## src/rtl/div_seq_ctrl_pkg.sv

```systemverilog
// ---------------------------------------------------------------------------
// div_pkg
//   Shared types and helpers for the sequential restoring divider.
//   - div_state_t : divider sequencer states (IDLE, ITER, DONE)
//   - cnt_w()     : width of the iteration counter for an N-bit divide
// ---------------------------------------------------------------------------
package div_pkg;

    typedef enum logic [1:0] {
        IDLE = 2'd0,
        ITER = 2'd1,
        DONE = 2'd2
    } div_state_t;

    // Counter holds N-1 down to 0, so $clog2(N) bits suffice (N >= 2).
    function automatic int cnt_w(input int n);
        return (n < 2) ? 1 : $clog2(n);
    endfunction

endpackage

```

## src/rtl/div_seq_ctrl_if.sv

```systemverilog
// ---------------------------------------------------------------------------
// div_seq_ctrl_if
//   Start/busy/done handshake bundle between the issuing logic (master)
//   and the divide sequencer (slave).
//   start       : request, master -> slave
//   dividend    : N-bit unsigned operand, master -> slave
//   divisor     : N-bit unsigned operand, master -> slave
//   busy        : iteration in progress, slave -> master
//   done        : one-cycle completion pulse, slave -> master
//   quotient    : N-bit result, slave -> master
//   remainder   : N-bit result, slave -> master
//   div_by_zero : status of the last completed op, slave -> master
// ---------------------------------------------------------------------------
interface div_seq_ctrl_if #(
    parameter int N = 4
);
    logic         start;
    logic [N-1:0] dividend;
    logic [N-1:0] divisor;
    logic         busy;
    logic         done;
    logic [N-1:0] quotient;
    logic [N-1:0] remainder;
    logic         div_by_zero;

    modport master (
        output start, dividend, divisor,
        input  busy, done, quotient, remainder, div_by_zero
    );

    modport slave (
        input  start, dividend, divisor,
        output busy, done, quotient, remainder, div_by_zero
    );
endinterface

```

## src/rtl/div_seq_ctrl_resta.sv

```systemverilog
// ---------------------------------------------------------------------------
// resta
//   W-bit two's-complement subtractor.
//   A_num  : minuend (W bits)
//   B_num  : subtrahend (W bits)
//   result : A_num - B_num (W bits, wraps)
//   sign   : MSB of result (borrow when operands are sized so that the
//            true difference fits in W bits signed)
// ---------------------------------------------------------------------------
module resta #(
    parameter int W = 5
) (
    input  logic [W-1:0] A_num,
    input  logic [W-1:0] B_num,
    output logic [W-1:0] result,
    output logic         sign
);
    assign result = A_num - B_num;
    assign sign   = result[W-1];
endmodule

```

## src/rtl/div_seq_ctrl.sv

```systemverilog
// ---------------------------------------------------------------------------
// div_seq_ctrl
//   Iterative unsigned restoring divider sequencer: one trial subtraction
//   and one quotient bit per cycle through a single shared subtractor.
//   clk : clock, all state on the rising edge
//   rst : synchronous active-high reset
//   bus : div_seq_ctrl_if.slave handshake (start/operands in,
//         busy/done/quotient/remainder/div_by_zero out)
// ---------------------------------------------------------------------------
module div_seq_ctrl
    import div_pkg::*;
#(
    parameter int N = 4
) (
    input  logic         clk,
    input  logic         rst,
    div_seq_ctrl_if.slave bus
);
    localparam int CNT_W = cnt_w(N);

    div_state_t         r_state, w_state_nxt;
    logic [CNT_W-1:0]   r_cnt,   w_cnt_nxt;
    logic [N-1:0]       r_r,     w_r_nxt;     // partial remainder
    logic [N-1:0]       r_q,     w_q_nxt;     // dividend shifting out / quotient shifting in
    logic [N-1:0]       r_d,     w_d_nxt;     // captured divisor
    logic [N-1:0]       r_quot,  w_quot_nxt;
    logic [N-1:0]       r_rem,   w_rem_nxt;
    logic               r_dbz,   w_dbz_nxt;

    logic [N:0]         w_s;
    logic [N:0]         w_t;
    logic               w_borrow;
    logic [N-1:0]       w_r_step;
    logic [N-1:0]       w_q_step;

    // Shift the next dividend bit into the partial remainder and trial-subtract.
    // R < D holds each step, so S - D fits in N+1 signed bits and the
    // subtractor MSB is a true borrow.
    assign w_s = {r_r, r_q[N-1]};

    resta #(.W(N + 1)) u_sub (
        .A_num  (w_s),
        .B_num  ({1'b0, r_d}),
        .result (w_t),
        .sign   (w_borrow)
    );

    assign w_r_step = w_borrow ? w_s[N-1:0] : w_t[N-1:0];
    assign w_q_step = {r_q[N-2:0], ~w_borrow};

    always_comb begin
        w_state_nxt = r_state;
        w_cnt_nxt   = r_cnt;
        w_r_nxt     = r_r;
        w_q_nxt     = r_q;
        w_d_nxt     = r_d;
        w_quot_nxt  = r_quot;
        w_rem_nxt   = r_rem;
        w_dbz_nxt   = r_dbz;

        case (r_state)
            IDLE, DONE: begin
                if (bus.start) begin
                    if (bus.divisor != '0) begin
                        w_state_nxt = ITER;
                        w_r_nxt     = '0;
                        w_q_nxt     = bus.dividend;
                        w_d_nxt     = bus.divisor;
                        w_cnt_nxt   = CNT_W'(N - 1);
                    end else begin
                        w_state_nxt = DONE;
                        w_quot_nxt  = '1;
                        w_rem_nxt   = bus.dividend;
                        w_dbz_nxt   = 1'b1;
                    end
                end else if (r_state == DONE) begin
                    w_state_nxt = IDLE;
                end
            end
            ITER: begin
                w_r_nxt = w_r_step;
                w_q_nxt = w_q_step;
                if (r_cnt == '0) begin
                    w_state_nxt = DONE;
                    w_quot_nxt  = w_q_step;
                    w_rem_nxt   = w_r_step;
                    w_dbz_nxt   = 1'b0;
                end else begin
                    w_cnt_nxt = r_cnt - CNT_W'(1);
                end
            end
            default: begin
                w_state_nxt = IDLE;
            end
        endcase
    end

    always_ff @(posedge clk) begin
        if (rst) begin
            r_state <= IDLE;
            r_cnt   <= '0;
            r_r     <= '0;
            r_q     <= '0;
            r_d     <= '0;
            r_quot  <= '0;
            r_rem   <= '0;
            r_dbz   <= 1'b0;
        end else begin
            r_state <= w_state_nxt;
            r_cnt   <= w_cnt_nxt;
            r_r     <= w_r_nxt;
            r_q     <= w_q_nxt;
            r_d     <= w_d_nxt;
            r_quot  <= w_quot_nxt;
            r_rem   <= w_rem_nxt;
            r_dbz   <= w_dbz_nxt;
        end
    end

    assign bus.busy        = (r_state == ITER);
    assign bus.done        = (r_state == DONE);
    assign bus.quotient    = r_quot;
    assign bus.remainder   = r_rem;
    assign bus.div_by_zero = r_dbz;

endmodule

```

## src/flat_wrapper.sv

```systemverilog
// flat-port wrapper written by rule: the top's interface ports become plain ports
module div_seq_ctrl_flat import div_pkg::*;
#(
    parameter int N = 4
)
  (clk, rst, bus_start, bus_dividend, bus_divisor, bus_busy, bus_done, bus_quotient, bus_remainder, bus_div_by_zero);
  div_seq_ctrl_if #(.N(N)) bus_i ();
  input  logic clk;
  input  logic rst;
  input wire logic [$bits(bus_i.start)-1:0] bus_start;
  input wire logic [$bits(bus_i.dividend)-1:0] bus_dividend;
  input wire logic [$bits(bus_i.divisor)-1:0] bus_divisor;
  output wire logic [$bits(bus_i.busy)-1:0] bus_busy;
  output wire logic [$bits(bus_i.done)-1:0] bus_done;
  output wire logic [$bits(bus_i.quotient)-1:0] bus_quotient;
  output wire logic [$bits(bus_i.remainder)-1:0] bus_remainder;
  output wire logic [$bits(bus_i.div_by_zero)-1:0] bus_div_by_zero;
  assign bus_i.start = bus_start;
  assign bus_i.dividend = bus_dividend;
  assign bus_i.divisor = bus_divisor;
  assign bus_busy = bus_i.busy;
  assign bus_done = bus_i.done;
  assign bus_quotient = bus_i.quotient;
  assign bus_remainder = bus_i.remainder;
  assign bus_div_by_zero = bus_i.div_by_zero;
  div_seq_ctrl #(.N(N)) u_core (.clk(clk), .rst(rst), .bus(bus_i));
endmodule
```

## config.mk

```make
export PLATFORM = sky130hd
export DESIGN_NAME = div_seq_ctrl_flat
export DESIGN_NICKNAME = d
export VERILOG_FILES = /design/src/rtl/div_seq_ctrl_pkg.sv /design/src/rtl/div_seq_ctrl_if.sv /design/src/rtl/div_seq_ctrl_resta.sv /design/src/rtl/div_seq_ctrl.sv /design/src/flat_wrapper.sv
export SDC_FILE = /design/constraint.sdc
export NUM_CORES = 1
export LEC_CHECK = 0
export BUFFER_PORTS_ARGS = -buffer_cell sky130_fd_sc_hd__buf_2
export CAP_MARGIN = 10
export CORE_ASPECT_RATIO = 1.75
export CORE_MARGIN = 5
export CORE_UTILIZATION = 30
export CTS_CLUSTER_SIZE = 20
export DETAILED_ROUTE_END_ITERATION = 6
export PLACE_DENSITY_LB_ADDON = 0.15
export REMOVE_ABC_BUFFERS = 1
export SLEW_MARGIN = 20
export SYNTH_ARGS = -nofsm -noshare
export SYNTH_HDL_FRONTEND = slang
export SYNTH_SLANG_ARGS = --single-unit
export TNS_END_PERCENT = 1
```

## constraint.sdc

```tcl
create_clock -name clk -period 3.45 [get_ports clk]
set_input_delay 0.69 -clock clk [delete_from_list [all_inputs] [get_ports clk]]
set_output_delay 0.69 -clock clk [all_outputs]
set_load 0.01 [all_outputs]
```

==> metrics.md <==
| Metric | Value |
|---|---|
| Outcome | complete, no violations |
| Initial Util | 0.311 |
| Layout fillers | 444 |
| Layout cells sized above 1 | 0.214 |
| I/O pin count | 22 |
| CTS H-tree lvls | 1 |
| # Post-CTS Setup Buffers | 0 |
| Pleak | 0.000592 uW |
| Largest net degree at the start of global routing | 26 |
| Crit-path max FO | 6 |
| Worst Path Required | 3.65 ns |
| Layout area overhead | 14.6% |
| Total track usage | 0.113 |
| CTS Root Cell | clkbuf_8 |
| Slew Limit Fails | 0 |
| Max-cap violations | 0 |
| CTS clk-pin slew, worst paths | approximately 0.09 ns |
| DRT iter0 DRCs | 11 |
| Chip width | 58.1 um |
| Startpoint types | register |
| Hold Buf Count CTS | 0 |
| # nets final | 177 |
| Flops & latches, synth | 25 |
| Max-slew headroom | 0.558 |
| Clk_skew | 0.00758 ns |
| Sequential fraction of the synthesis area | 0.412 |
| # DRC | 0 |
| Mean area per synthesized cell | around 8.7 um^2 |
| Clock Latency Late Sink | 0.27 ns |
| Per-cell routed wire length | approximately 14 um |
| Setup-failing EPs final | 0 |
| CTS sink cnt | 25 |
| Initial antenna violation count | 0 |
| Critical Path Sink Type | register |
| DIE HEIGHT | 94.1 um |
| Synthesized netlist cell count | 140 |
| Count of inserted antenna diode cells | 0 |
| Worst hold-check path type | register to register |
| Fin crit share | 0.682 |
| Total CTS buffers | 3 |
| Routed WL | 2820 um |
| DRT Pass-1 Iters | 4 |
| Hold Vio Cnt, Final | 0 |
| Period minus WS final | 2.35 ns |
| Die area | 5470 um^2 |
| GPL Wtd Cong | 0.874 |
| TritonCTS clock tree | done |
| Distinct cells, synth | 30 |
| Peak supply drop | 0.196 mV |
| Vias/cell | between 4 and 5 |
| Mapped Area | 1210 um^2 |
| Vias in the first global route | 1036 |
| CP endpoint | u_core.bus.remainder[2]$_SDFFE_PP0P_ |
| Max Clock Freq | 0.425 GHz |
| Worst slew pin tran | 0.663 ns |
| Maximum buffer depth of the clock tree | 2 |
| First-pass GRT wire length | 4680 um |
| Reg-to-Reg Start | u_core.r_q[3]$_SDFFE_PP0P_ |
| HPWL after DPL | 2260 um |
| RSZ-0062 raised after global routing | no |
| Worst R2R End | u_core.bus.remainder[2]$_SDFFE_PP0P_ |
| Cell Pwr Density | 473 nW/um^2 |
| Antenna-violating nets left | 0 |
| Setup_tns | 0 ns |
| Port bufs | 21 |
| Cell count of the worst reg-to-reg path | 8 |
| Via Count | 1016 |
| YS warnings | 0 |
| Remaining Overflow, GRT | 0 |
| Row count | 30 |
| Cts repair resizes | 0 |
| Hold WS | ~0.49 ns |
| Core Region | 3900 um^2 |
| Setup slack, reg-to-reg | between 1 and 1.5 ns |
| Critical Path AT | 2.55 ns |
| CP Launch Point | u_core.r_q[3]$_SDFFE_PP0P_ |
| CP Class | register to register |
## cells by family after synthesis
group | Yosys count | share of synthesized area
mux | 11 | 0.0918
flops | 25 | 0.412
simple gates | 59 | 0.233
xor+xnor | 1 | 0.0134
compound gates | 24 | 0.129
buf+inv | 14 | 0.0526
fa+ha+maj | 6 | 0.0680
## flip-flops by register name, summed over array words and instances (netlist names)
signal and flops:
u_core.bus.div_by_zero 1, u_core.bus.quotient 4, u_core.bus.remainder 4, u_core.r_cnt 2, u_core.r_d 4, u_core.r_q 4
u_core.r_r 4, u_core.r_state 2
## metrics by stage
step	cell area (um^2)	total power [uW]	setup WS [ns]	util	cells
6_report	1390	658	1.10	0.356	207
3_5_place_dp	1350	492	1.10	0.345	203
4_1_cts	1390	664	1.08	0.356	207
3_3_place_gp	1350	488	1.19	0.345	203
5_1_grt	1390	700	0.903	0.356	207
2_1_floorplan	1180	442	1.28	-	134
## synthesized netlist by cell type
cell type | count | share of area
nor2_1 | 30 | 0.093
dfxtp_1 | 25 | 0.41
nor3_1 | 11 | 0.045
a211oi_1 | 10 | 0.062
a21oi_1 | 10 | 0.041
mux2i_1 | 10 | 0.082
inv_1 | 7 | 0.022
nand2_1 | 6 | 0.019
ha_1 | 5 | 0.052
nand2b_1 | 4 | 0.021
clkbuf_1 | 3 | 0.0093
a311oi_1 | 1 | 0.0072
a31oi_1 | 1 | 0.0052
and2_4 | 1 | 0.0072
buf_1 | 1 | 0.0031
buf_4 | 1 | 0.0062
buf_6 | 1 | 0.0093
fa_1 | 1 | 0.016
inv_2 | 1 | 0.0031
mux2_2 | 1 | 0.0093
nand3_1 | 1 | 0.0041
nand3b_1 | 1 | 0.0062
nor2_2 | 1 | 0.0052
nor2b_1 | 1 | 0.0052
nor2b_4 | 1 | 0.011
o211ai_1 | 1 | 0.0062
o21ai_2 | 1 | 0.0072
or2b_2 | 1 | 0.0072
or4_4 | 1 | 0.0093
xor2_2 | 1 | 0.013
## layout make-up
type / count / area [um^2] / area share
inverter: 8 / 30.0 / 0.0216
sequential: 25 / 500 / 0.360
multi-input combinational: 101 / 649 / 0.467
timing repair buffer: 21 / 105 / 0.0755
tap: 48 / 60.1 / 0.0432
clock buffer: 3 / 41.3 / 0.0297
clock inverter: 1 / 5.00 / 0.00360
## cell usage in the layout, fill, tap and decap left out
cell | synthesis | layout
o211ai_1 | 1 | 1
nand3_1 | 1 | 1
nor3_1 | 11 | 11
nand2_1 | 6 | 6
inv_1 | 7 | 7
a31oi_1 | 1 | 1
nor2_2 | 1 | 1
ha_1 | 5 | 5
dfxtp_1 | 25 | 25
nand3b_1 | 1 | 1
or4_4 | 1 | 1
or2b_2 | 1 | 1
fa_1 | 1 | 1
and2_4 | 1 | 1
mux2_2 | 1 | 1
o21ai_2 | 1 | 1
nor2_1 | 30 | 30
nor2b_1 | 1 | 1
mux2i_1 | 10 | 10
inv_2 | 1 | 1
a21oi_1 | 10 | 10
a211oi_1 | 10 | 10
nor2b_4 | 1 | 1
a311oi_1 | 1 | 1
clkbuf_8 | 0 | 3
nand2b_1 | 4 | 4
xor2_2 | 1 | 1
clkinv_2 | 0 | 1
buf_2 | 0 | 21
## per-layer routing
layer / routed length [um] / track usage / up-vias
met2: 1470 / 0.202 / 17
met1: 1190 / 0.122 / 473
met4: 80 / 0.0600 / 0
met3: 87 / 0.0193 / 7
li1: - / - / 519
met5: 0 / 0 / -
## power by group
group / leakage (uW) / switching [uW] / internal [uW]
clock network: 0.0000255 / 95.3 / 80.8
registers: 0.000205 / 16.9 / 314
logic: 0.000362 / 87.1 / 64.1
total: 0.000592 / 199 / 459
## worst min-delay path by stage
| stage | start | endpoint | slack [ns] | cells after the start |
|---|---|---|---|---|
| 2_1_floorplan | u_core.r_cnt[0]$_SDFFE_PP0P_ | u_core.r_cnt[0]$_SDFFE_PP0P_ | 0.43 | 1 |
| 3_3_place_gp | u_core.r_cnt[0]$_SDFFE_PP0P_ | u_core.r_cnt[0]$_SDFFE_PP0P_ | 0.46 | 1 |
| 3_5_place_dp | u_core.r_cnt[0]$_SDFFE_PP0P_ | u_core.r_cnt[0]$_SDFFE_PP0P_ | 0.49 | 1 |
| 4_1_cts | u_core.r_cnt[0]$_SDFFE_PP0P_ | u_core.r_cnt[0]$_SDFFE_PP0P_ | 0.50 | 1 |
| 5_1_grt | u_core.r_r[0]$_SDFFE_PP0P_ | u_core.r_r[0]$_SDFFE_PP0P_ | 0.52 | 2 |
| 6_report | u_core.r_cnt[0]$_SDFFE_PP0P_ | u_core.r_cnt[0]$_SDFFE_PP0P_ | 0.49 | 1 |
## worst max-delay path, stage by stage, from the launching register on
cell      delay, ns
dfxtp_1        0.34
inv_1          0.05
ha_1           0.20
fa_1           0.38
nand2b_1       0.17
a21oi_1        0.23
xor2_2         0.32
mux2_2         0.39
a211oi_1       0.18
No activity file was read; power rests on OpenSTA's default activity.
